<file path="src/rtl/audio_serial_rx_if.sv">
// audio_serial_rx_if: serial audio pins in, held sample and status out
interface audio_serial_rx_if #(parameter int A = 8);
  logic sck;
  logic sdi;
  logic ws;
  logic signed [A-1:0] audio;
  logic sample_valid;
  logic frame_err;
  logic mute;
  modport master(output sck, sdi, ws, input audio, sample_valid, frame_err, mute);
  modport slave(input sck, sdi, ws, output audio, sample_valid, frame_err, mute);
endinterface

</file>
<file path="src/rtl/audio_serial_rx.sv">
// audio_serial_rx: 3-wire serial audio receiver with frame check and loss-of-signal mute; PREEMPH_EN adds pre-emphasis
module audio_serial_rx #(
  parameter int A = 8,
  parameter int SYNC = 2,
  parameter int TIMEOUT_W = 16
) (
  input logic clk,
  input logic rst,
  audio_serial_rx_if.slave bus
);
  localparam int BW = $clog2(A + 2);
  typedef enum logic {MUTED, ACTIVE} state_t;
  state_t state, state_n;
  logic [SYNC-1:0] sck_s, sdi_s, ws_s;
  logic sck_d, ws_d, sck_rise, ws_rise, accept, to_hit;
  logic [A-1:0] shreg, shreg_n, audio, audio_n, x_out;
  logic [BW-1:0] bitcnt, bitcnt_n;
  logic [TIMEOUT_W-1:0] cnt, cnt_n, cnt_inc;
  logic mute, mute_n, sv, sv_n, fe, fe_n;
  assign sck_rise = sck_s[SYNC-1] & ~sck_d;
  assign ws_rise = ws_s[SYNC-1] & ~ws_d;
  assign accept = ws_rise && bitcnt == BW'(A);
  assign cnt_inc = &cnt ? cnt : cnt + 1'b1;
  assign to_hit = state == ACTIVE && !accept && &cnt_inc;
`ifdef PREEMPH_EN
  logic [A-1:0] x_prev;
  logic [A:0] diff;
  assign diff = {shreg[A-1], shreg} - {{2{x_prev[A-1]}}, x_prev[A-1:1]};
  // sign bits disagree only on overflow; clamp toward the sign of the true result
  assign x_out = diff[A] ^ diff[A-1] ? {diff[A], {(A-1){~diff[A]}}} : diff[A-1:0];
  always_ff @(posedge clk)
    if (rst || to_hit) x_prev <= '0;
    else if (accept) x_prev <= shreg;
`else
  assign x_out = shreg;
`endif
  always_comb begin
    shreg_n = shreg;
    bitcnt_n = bitcnt;
    if (ws_rise) bitcnt_n = '0;
    else if (sck_rise) begin
      shreg_n = {shreg[A-2:0], sdi_s[SYNC-1]};
      bitcnt_n = bitcnt == BW'(A + 1) ? bitcnt : bitcnt + 1'b1;
    end
    sv_n = accept;
    fe_n = ws_rise && !accept;
    state_n = accept ? ACTIVE : to_hit ? MUTED : state;
    cnt_n = accept ? '0 : state == ACTIVE ? cnt_inc : cnt;
    mute_n = accept ? 1'b0 : to_hit ? 1'b1 : mute;
    audio_n = accept ? x_out : to_hit ? '0 : audio;
  end
  always_ff @(posedge clk)
    if (rst) begin
      sck_s <= '0;
      sdi_s <= '0;
      ws_s <= '0;
      sck_d <= 1'b0;
      ws_d <= 1'b0;
      state <= MUTED;
      shreg <= '0;
      bitcnt <= '0;
      cnt <= '0;
      audio <= '0;
      mute <= 1'b1;
      sv <= 1'b0;
      fe <= 1'b0;
    end else begin
      sck_s <= {sck_s[SYNC-2:0], bus.sck};
      sdi_s <= {sdi_s[SYNC-2:0], bus.sdi};
      ws_s <= {ws_s[SYNC-2:0], bus.ws};
      sck_d <= sck_s[SYNC-1];
      ws_d <= ws_s[SYNC-1];
      state <= state_n;
      shreg <= shreg_n;
      bitcnt <= bitcnt_n;
      cnt <= cnt_n;
      audio <= audio_n;
      mute <= mute_n;
      sv <= sv_n;
      fe <= fe_n;
    end
  assign bus.audio = audio;
  assign bus.sample_valid = sv;
  assign bus.frame_err = fe;
  assign bus.mute = mute;
endmodule

</file>
<file path="src/flat_wrapper.sv">
// flat-port wrapper written by rule: the top's interface ports become plain ports
module audio_serial_rx_flat 
#(
  parameter int A = 8,
  parameter int SYNC = 2,
  parameter int TIMEOUT_W = 16
)
  (clk, rst, bus_sck, bus_sdi, bus_ws, bus_audio, bus_sample_valid, bus_frame_err, bus_mute);
  audio_serial_rx_if #(.A(A)) bus_i ();
  input logic clk;
  input logic rst;
  input wire logic [$bits(bus_i.sck)-1:0] bus_sck;
  input wire logic [$bits(bus_i.sdi)-1:0] bus_sdi;
  input wire logic [$bits(bus_i.ws)-1:0] bus_ws;
  output wire logic [$bits(bus_i.audio)-1:0] bus_audio;
  output wire logic [$bits(bus_i.sample_valid)-1:0] bus_sample_valid;
  output wire logic [$bits(bus_i.frame_err)-1:0] bus_frame_err;
  output wire logic [$bits(bus_i.mute)-1:0] bus_mute;
  assign bus_i.sck = bus_sck;
  assign bus_i.sdi = bus_sdi;
  assign bus_i.ws = bus_ws;
  assign bus_audio = bus_i.audio;
  assign bus_sample_valid = bus_i.sample_valid;
  assign bus_frame_err = bus_i.frame_err;
  assign bus_mute = bus_i.mute;
  audio_serial_rx #(.A(A), .SYNC(SYNC), .TIMEOUT_W(TIMEOUT_W)) u_core (.clk(clk), .rst(rst), .bus(bus_i));
endmodule
</file>
<file path="config.mk">
export PLATFORM = sky130hd
export DESIGN_NAME = audio_serial_rx_flat
export DESIGN_NICKNAME = d
export VERILOG_FILES = /design/src/rtl/audio_serial_rx_if.sv /design/src/rtl/audio_serial_rx.sv /design/src/flat_wrapper.sv
export SDC_FILE = /design/constraint.sdc
export NUM_CORES = 1
export LEC_CHECK = 0
export ABC_CLOCK_PERIOD_IN_PS = 2200
export CAP_MARGIN = 20
export CORE_MARGIN = 10
export CORE_UTILIZATION = 39
export CTS_CLUSTER_DIAMETER = 100
export DETAILED_ROUTE_END_ITERATION = 8
export PLACE_DENSITY = 0.56
export RECOVER_POWER = 25
export SLEW_MARGIN = 20
export SYNTH_ARGS = -nofsm -noshare
export SYNTH_HDL_FRONTEND = slang
export SYNTH_SLANG_ARGS = --single-unit
</file>
<file path="constraint.sdc">
create_clock -name clk -period 2.2 [get_ports clk]
set_input_delay 0.44 -clock clk [delete_from_list [all_inputs] [get_ports clk]]
set_output_delay 0.44 -clock clk [all_outputs]
set_load 0.02 [all_outputs]
</file>
==> results of run 1 <==
==> what timing repair did <==
action / 4_1_cts / 5_1_grt
gates resized for setup: 9 / 21
pin swaps: 0 / 7
setup endpoints to repair: 10 / 10
buffers inserted: 0 / 3
==> per-layer routing <==
layer  routed length (microns)  part of all wire  up-vias  track usage
met5                         0                 0        -            0
met3                       280             0.053        4      0.02703
li1                          -                 -     1026            -
met4                        59             0.011        0      0.03973
met2                      2239              0.43       36       0.1590
met1                      2674              0.51      907       0.1516
==> per-stage QoR <==
step | util | setup WS, ns
2_1_floorplan | - | 0.04621
3_3_place_gp | 0.4645 | -0.005275
3_5_place_dp | 0.4645 | -0.1029
4_1_cts | 0.4876 | 0.02621
5_1_grt | 0.5111 | -0.07115
6_report | 0.5111 | 0.03502
==> final cells by class <==
cell class | count | area, sq um
fillers | 538 | 2860
repair buffers | 47 | 394.1
well taps | 75 | 93.84
inverters | 6 | 22.52
clock buffers | 5 | 68.82
clock inverters | 3 | 46.29
flip-flops and latches | 48 | 965.9
multi-input cells | 194 | 1399
==> worst max path at each step <==
| stage | from | depth (start not counted) | end |
|---|---|---|---|
| CTS | u_core.cnt[0] | 8 | u_core.state |
| detailed placement | u_core.cnt[0] | 7 | u_core.bus.audio[5] |
| global route | u_core.cnt[0] | 8 | u_core.state |
| finish | u_core.cnt[0] | 8 | u_core.state |
| floorplan | u_core.cnt[1] | 8 | u_core.bus.audio[0] |
| global placement | u_core.cnt[0] | 7 | u_core.bus.audio[6] |
==> synthesized netlist by cell type (all sizes together) <==
library cell,instances
xor2,9
dfxtp,48
or3,2
nand4b,1
nand3,18
nor4,2
o21ai,6
o21a,2
o211ai,1
a2111oi,9
clkbuf,8
or2,2
and3,2
nand2b,3
inv,6
a211o,1
nand4,12
nor3,7
nor2b,11
mux2i,3
and4,1
nand3b,2
nor2,24
buf,8
a211oi,1
or3b,2
mux2,1
xnor2,7
a21boi,1
nor3b,1
o32a,1
a21oi,21
o22a,1
a311oi,2
o221ai,1
o22ai,1
nand2,22
and2b,1
ha,4
a22oi,8
or4,1
==> worst max-delay path, stage by stage (launching register included) <==
cell and delay (ns):
dfxtp_4 0.38, ha_4 0.18, nand3_4 0.11, buf_6 0.15
o32a_1 0.30, o22ai_2 0.17, nand4_1 0.25, a2111oi_4 0.43
a21oi_1 0.08
==> power breakdown <==
part / internal, mW / total (mW) / switching, mW / leakage [nW]
combinational: 0.0185 / 0.0455 / 0.0270 / 0.563
clock: 0.343 / 0.651 / 0.309 / 0.0548
sequential: 0.875 / 0.878 / 0.00302 / 0.389
total: 1.24 / 1.57 / 0.339 / 1.01
==> registers in the layout, summed over array words and instances, names as in the netlist, 2 cells and up <==
register and flops:
u_core.cnt 16, u_core.bus.audio 8, u_core.shreg 8, u_core.bitcnt 4, u_core.sck_s 2, u_core.sdi_s 2
u_core.ws_s 2
==> cells by family (layout without fill, tap and decap cells) <==
group	Yosys count	count (layout)
buffers and inverters	22	61
flip-flops	48	48
AND/OR/NAND/NOR	114	114
AO/OA/AOI/OAI	56	56
XOR/XNOR	16	16
multiplexers	4	4
adder cells (fa/ha/maj)	4	4
==> flow_metrics.tcl, run 1 <==
set metrics [dict create \
    power.leakage_nw 1.007 \
    fmax_ghz 0.4619 \
    grt_start_max_net_pins 23 \
    power_per_cell_area_nw_per_um2 526.5 \
    synthAdderAreaFrac 0.02156 \
    yosys.area_share.simple 0.2722 \
    chipHeight_microns 97.15 \
    maxSlewHeadroom 0.6100 \
    cts-root-buf "clkbuf_8" \
    drt_wl_total_microns 5253 \
    mostFrequentLayoutCell "dfxtp_1" \
    clk_pin_slew_ns 0.09 \
    rrSetupSlack_ns 0.04 \
    grt_pass1_vias 1906 \
    rsz0062_at_grt "yes" \
    yosys_register_bits 48 \
    hold_violations 0 \
    gp_congestion 0.8892 \
    cp-start-kind "register" \
    via_per_inst 5.220 \
    critPathArrivalTime_ns 2.34 \
    synth_top_family_by_area "simple AND/OR/NAND/NOR gates" \
    totalPowerFinal_mw 1.575 \
    postSynthAreaPerCell_sq_um 8.792 \
    die_w_microns 97.15 \
    cts.htree.levels 2 \
    grt.overflow.total 0 \
    layout-drive-gt1-share 0.2409 \
    synth.area.top_cells "dfxtp_1 41%, a21oi_1 4.5%, nor2_1 3.9%" \
    cts_made_buffers 5 \
    slew_viol_final 0 \
    netlist_area_sq_um 2321 \
    fp.coreArea_sq_um 5851 \
    r2r-start "u_core.cnt[0]" \
    finClkSkew_ns 0.008986 \
    antenna_found_initial 0 \
    portBuffers 15 \
    dieArea_sq_um 9437 \
    min_path_cells 1 \
    status "completed" \
    muxShareOfSynthArea 0.01941 \
    path_class "reg -> reg" \
    holdBufCountCts 0 \
    synth_cell_types 50 \
    path_max_fanout 7 \
    syn_to_final_growth_pct 28.84 \
    end_kind "register" \
    rows 28 \
    synth_compound_area_frac 0.1693 \
    num_antenna_cells 0 \
    start_util 0.3967 \
    yosysTopAreaCell "dfxtp_1" \
    final_area_sq_um 2990 \
    synth_fp_nets 273 \
    holdWs_ns 0.4447 \
    final_nets 311 \
    antenna_left 0 \
    synth_xor_area_frac 0.06038 \
    r2r_cells 8 \
    firstDrtPassIters 4 \
    finalSetupTns_ns 0 \
    place_area_sq_um 2718 \
    drt_iter0_drc 153 \
    irDropWorstVdd_mv 0.4305 \
    clock-sinks 48 \
    post_drt_wl_per_cell_microns 13.90 \
    fin_crit_sh 0.9841 \
    r2r_end "u_core.state" \
    period_needed_ns 2.165 \
    worstHoldStart "u_core.sdi_s[0]" \
    finalNonFillerCells 378 \
    drc 0 \
    pin_count 16 \
    yosysWarnings 0 \
    synthCells 264 \
    hp-class "reg -> reg" \
    seq_area_frac_synth 0.4140 \
    yosys.area.top_type_share 0.4140 \
    cts_buffer_depth 2 \
    cts_tree "yes" \
    tightest_slew_ns 0.5829 \
    vias 1973 \
    layout_common_cells "46 x dfxtp_1, 31 x buf_4, 23 x nor2_1" \
    grt_pass1_wl_microns 9011 \
    grtUsageTotal 0.1096 \
    place_hpwl_microns 3718 \
    min_to "u_core.sdi_s[1]" \
    setup_viol 0 \
    required_ns 2.38 \
    drv_cap 0 \
    dp_cells 367 \
    clkLatencyLatePin_ns 0.30 \
]
Note: power is estimated with default switching activity, not from simulation.
==> run 2: changes to the inputs <==
- ABC_CLOCK_PERIOD_IN_PS: 2200 -> 2700
- PLACE_DENSITY: 0.56 -> 0.54
- SKIP_LAST_GASP: default -> 1
- clock period: 2.2 -> 2.7 ns (I/O delays scaled with it)
==> run 2 against run 1 <==
Combinational power decreased by 22%; clock power is 18% lower; routed wire length fell by 3.4%; highest routed layer unchanged.
==> flow_metrics.tcl, run 2 (same netlist as run 1, synthesis figures left out) <==
set metrics [dict create \
    clock-sinks 48 \
    final_area_sq_um 2663 \
    met3_length_microns 217 \
    cp-start-kind "register" \
    num_antenna_cells 0 \
    pin_count 16 \
    maxSlewHeadroom 0.3920 \
    status "completed" \
    die_w_microns 97.15 \
    cts-root-buf "clkbuf_8" \
    drc 0 \
    power.leakage_nw 0.8530 \
    combPwrFrac 0.028 \
    fp.coreArea_sq_um 5851 \
    largestRegisters "u_core.cnt x16, u_core.bus.audio x8, u_core.shreg x8" \
    grtUsageTotal 0.1056 \
    rows 28 \
    drv_cap 0 \
    path_max_fanout 9 \
    intPower_mw 1.007 \
    end_kind "register" \
    critPathArrivalTime_ns 2.66 \
    largest_register "u_core.cnt" \
    setup_viol 0 \
    pwr-share-clk 0.416 \
    vias 1890 \
    chipHeight_microns 97.15 \
    via_per_inst 5.339 \
    gp_congestion 0.8353 \
    cts_made_buffers 5 \
    dr_wl_met2_microns 2111 \
    cts_buffer_depth 2 \
    final_util 0.4551 \
    fmax_ghz 0.4033 \
    slowest_delay_ns 0.47 \
    clk_pin_slew_ns 0.09 \
    sequentialPowerShare 0.556 \
    power_per_cell_area_nw_per_um2 483.6 \
    highest_layer "met4" \
    grt_pass1_wl_microns 8604 \
    cp_cell_sequence "ha_2 -> nand3_2 -> or2_2 -> nor2_1 -> o211ai_2 -> a2111oi_0 -> a21oi_1" \
    holdWs_ns 0.4442 \
    cts_tree "yes" \
    hp-class "reg -> reg" \
    drt_wl_total_microns 5076 \
    switchingPower_mw 0.2810 \
    place_area_sq_um 2547 \
    dieArea_sq_um 9437 \
    grt_pass1_vias 1709 \
    tightest_slew_ns 0.9120 \
    fin_crit_sh 0.9183 \
    required_ns 2.88 \
    wl_met1_microns 2699 \
    path_class "reg -> reg" \
    layout-drive-gt1-share 0.1254 \
    mostFrequentLayoutCell "dfxtp_1" \
    portBuffers 15 \
    dp_cells 346 \
    p_sw_frac 0.2182 \
    final_nets 287 \
    finalNonFillerCells 354 \
    start_util 0.3967 \
    clkLatencyLatePin_ns 0.30 \
    fin_ws_ns 0.2206 \
    antenna_found_initial 0 \
    irDropWorstVdd_mv 0.3210 \
    largest_reg_flops 16 \
    slew_viol_final 0 \
    pre_cts_slack_ns 0.2049 \
    firstDrtPassIters 4 \
    finClkSkew_ns 0.005856 \
    antenna_left 0 \
    grt_start_max_net_pins 23 \
    crit_path_top_delay_cell "dfxtp_1" \
    drt_iter0_drc 160 \
    place_hpwl_microns 3494 \
    layout_common_cells "48 x dfxtp_1, 24 x nor2_1, 21 x a21oi_1, 21 x nand2_1, 15 x nand3_1" \
    grt.overflow.total 0 \
    rsz0062_at_grt "yes" \
    post_drt_wl_per_cell_microns 14.34 \
    cts.htree.levels 2 \
    syn_to_final_growth_pct 14.72 \
    hold_violations 0 \
    period_needed_ns 2.479 \
]
[run 2: cell count changes in the layout (fill, tap and decap cells not counted), moves of 2 or more]
cell and delta:
buf_4 -24, a2111oi_2 -5, dfxtp_1 +2, a2111oi_4 -2, a2111oi_0 +6
[run 2: cell type report]
type,count,area (sq um)
inverter,6,22.52
clock buffer,5,68.82
sequential,48,960.9
tap,75,93.84
clock inverter,3,46.29
multi-input combinational,194,1264
fill,567,3188
timing repair buffer,23,206.4
[run 2: path summary, 6_finish.rpt]
path / from / end / slack [ns] / cells past startpoint
worst min-delay path: u_core.sdi_s[0] / u_core.sdi_s[1] / 0.44 / 1
worst max register to register: u_core.cnt[1] / u_core.bus.audio[1] / 0.22 / 7
worst max-delay path: u_core.cnt[1] / u_core.bus.audio[1] / 0.22 / 7
worst min register to register: u_core.sdi_s[0] / u_core.sdi_s[1] / 0.44 / 1
[run 2: worst max-delay path, delay by kind of cell, from the launching register on]
kind	cells	cell delay (ns)
AO/OA/AOI/OAI	3	0.80
flip-flops	1	0.47
adder cells (fa/ha/maj)	1	0.33
AND/OR/NAND/NOR	3	0.77
[run 2: power groups by stage]
stage | sequential (mW) | clock [mW] | combinational, mW
after CTS | 0.716 | 0.553 | 0.0370
final | 0.716 | 0.536 | 0.0357
after global routing | 0.717 | 0.582 | 0.0405
after global placement | 0.733 | 0 | 0.0372
after detailed placement | 0.733 | 0 | 0.0370
after floorplan | 0.733 | 0 | 0.0228
[run 2: repair_timing]
item / in CTS / in global routing
buffers inserted: 0 / 0
setup endpoints to repair: 0 / 9
hold buffers: 0 / 0
gates resized for setup: 0 / 2
[run 2: layer usage]
layer  global-route usage  vias to the layer above
met3              0.03343                        4
met2               0.1466                       27
met1               0.1488                      882
met5                    0                        -
li1                     -                      977
met4              0.03292                        0
[run 2: per-stage QoR]
stage                     total power, mW  setup TNS (ns)
final                               1.288               0
after global placement             0.7698               0
after floorplan                    0.7555               0
after CTS                           1.307               0
after global routing                1.340        -0.07059
after detailed placement           0.7697               0
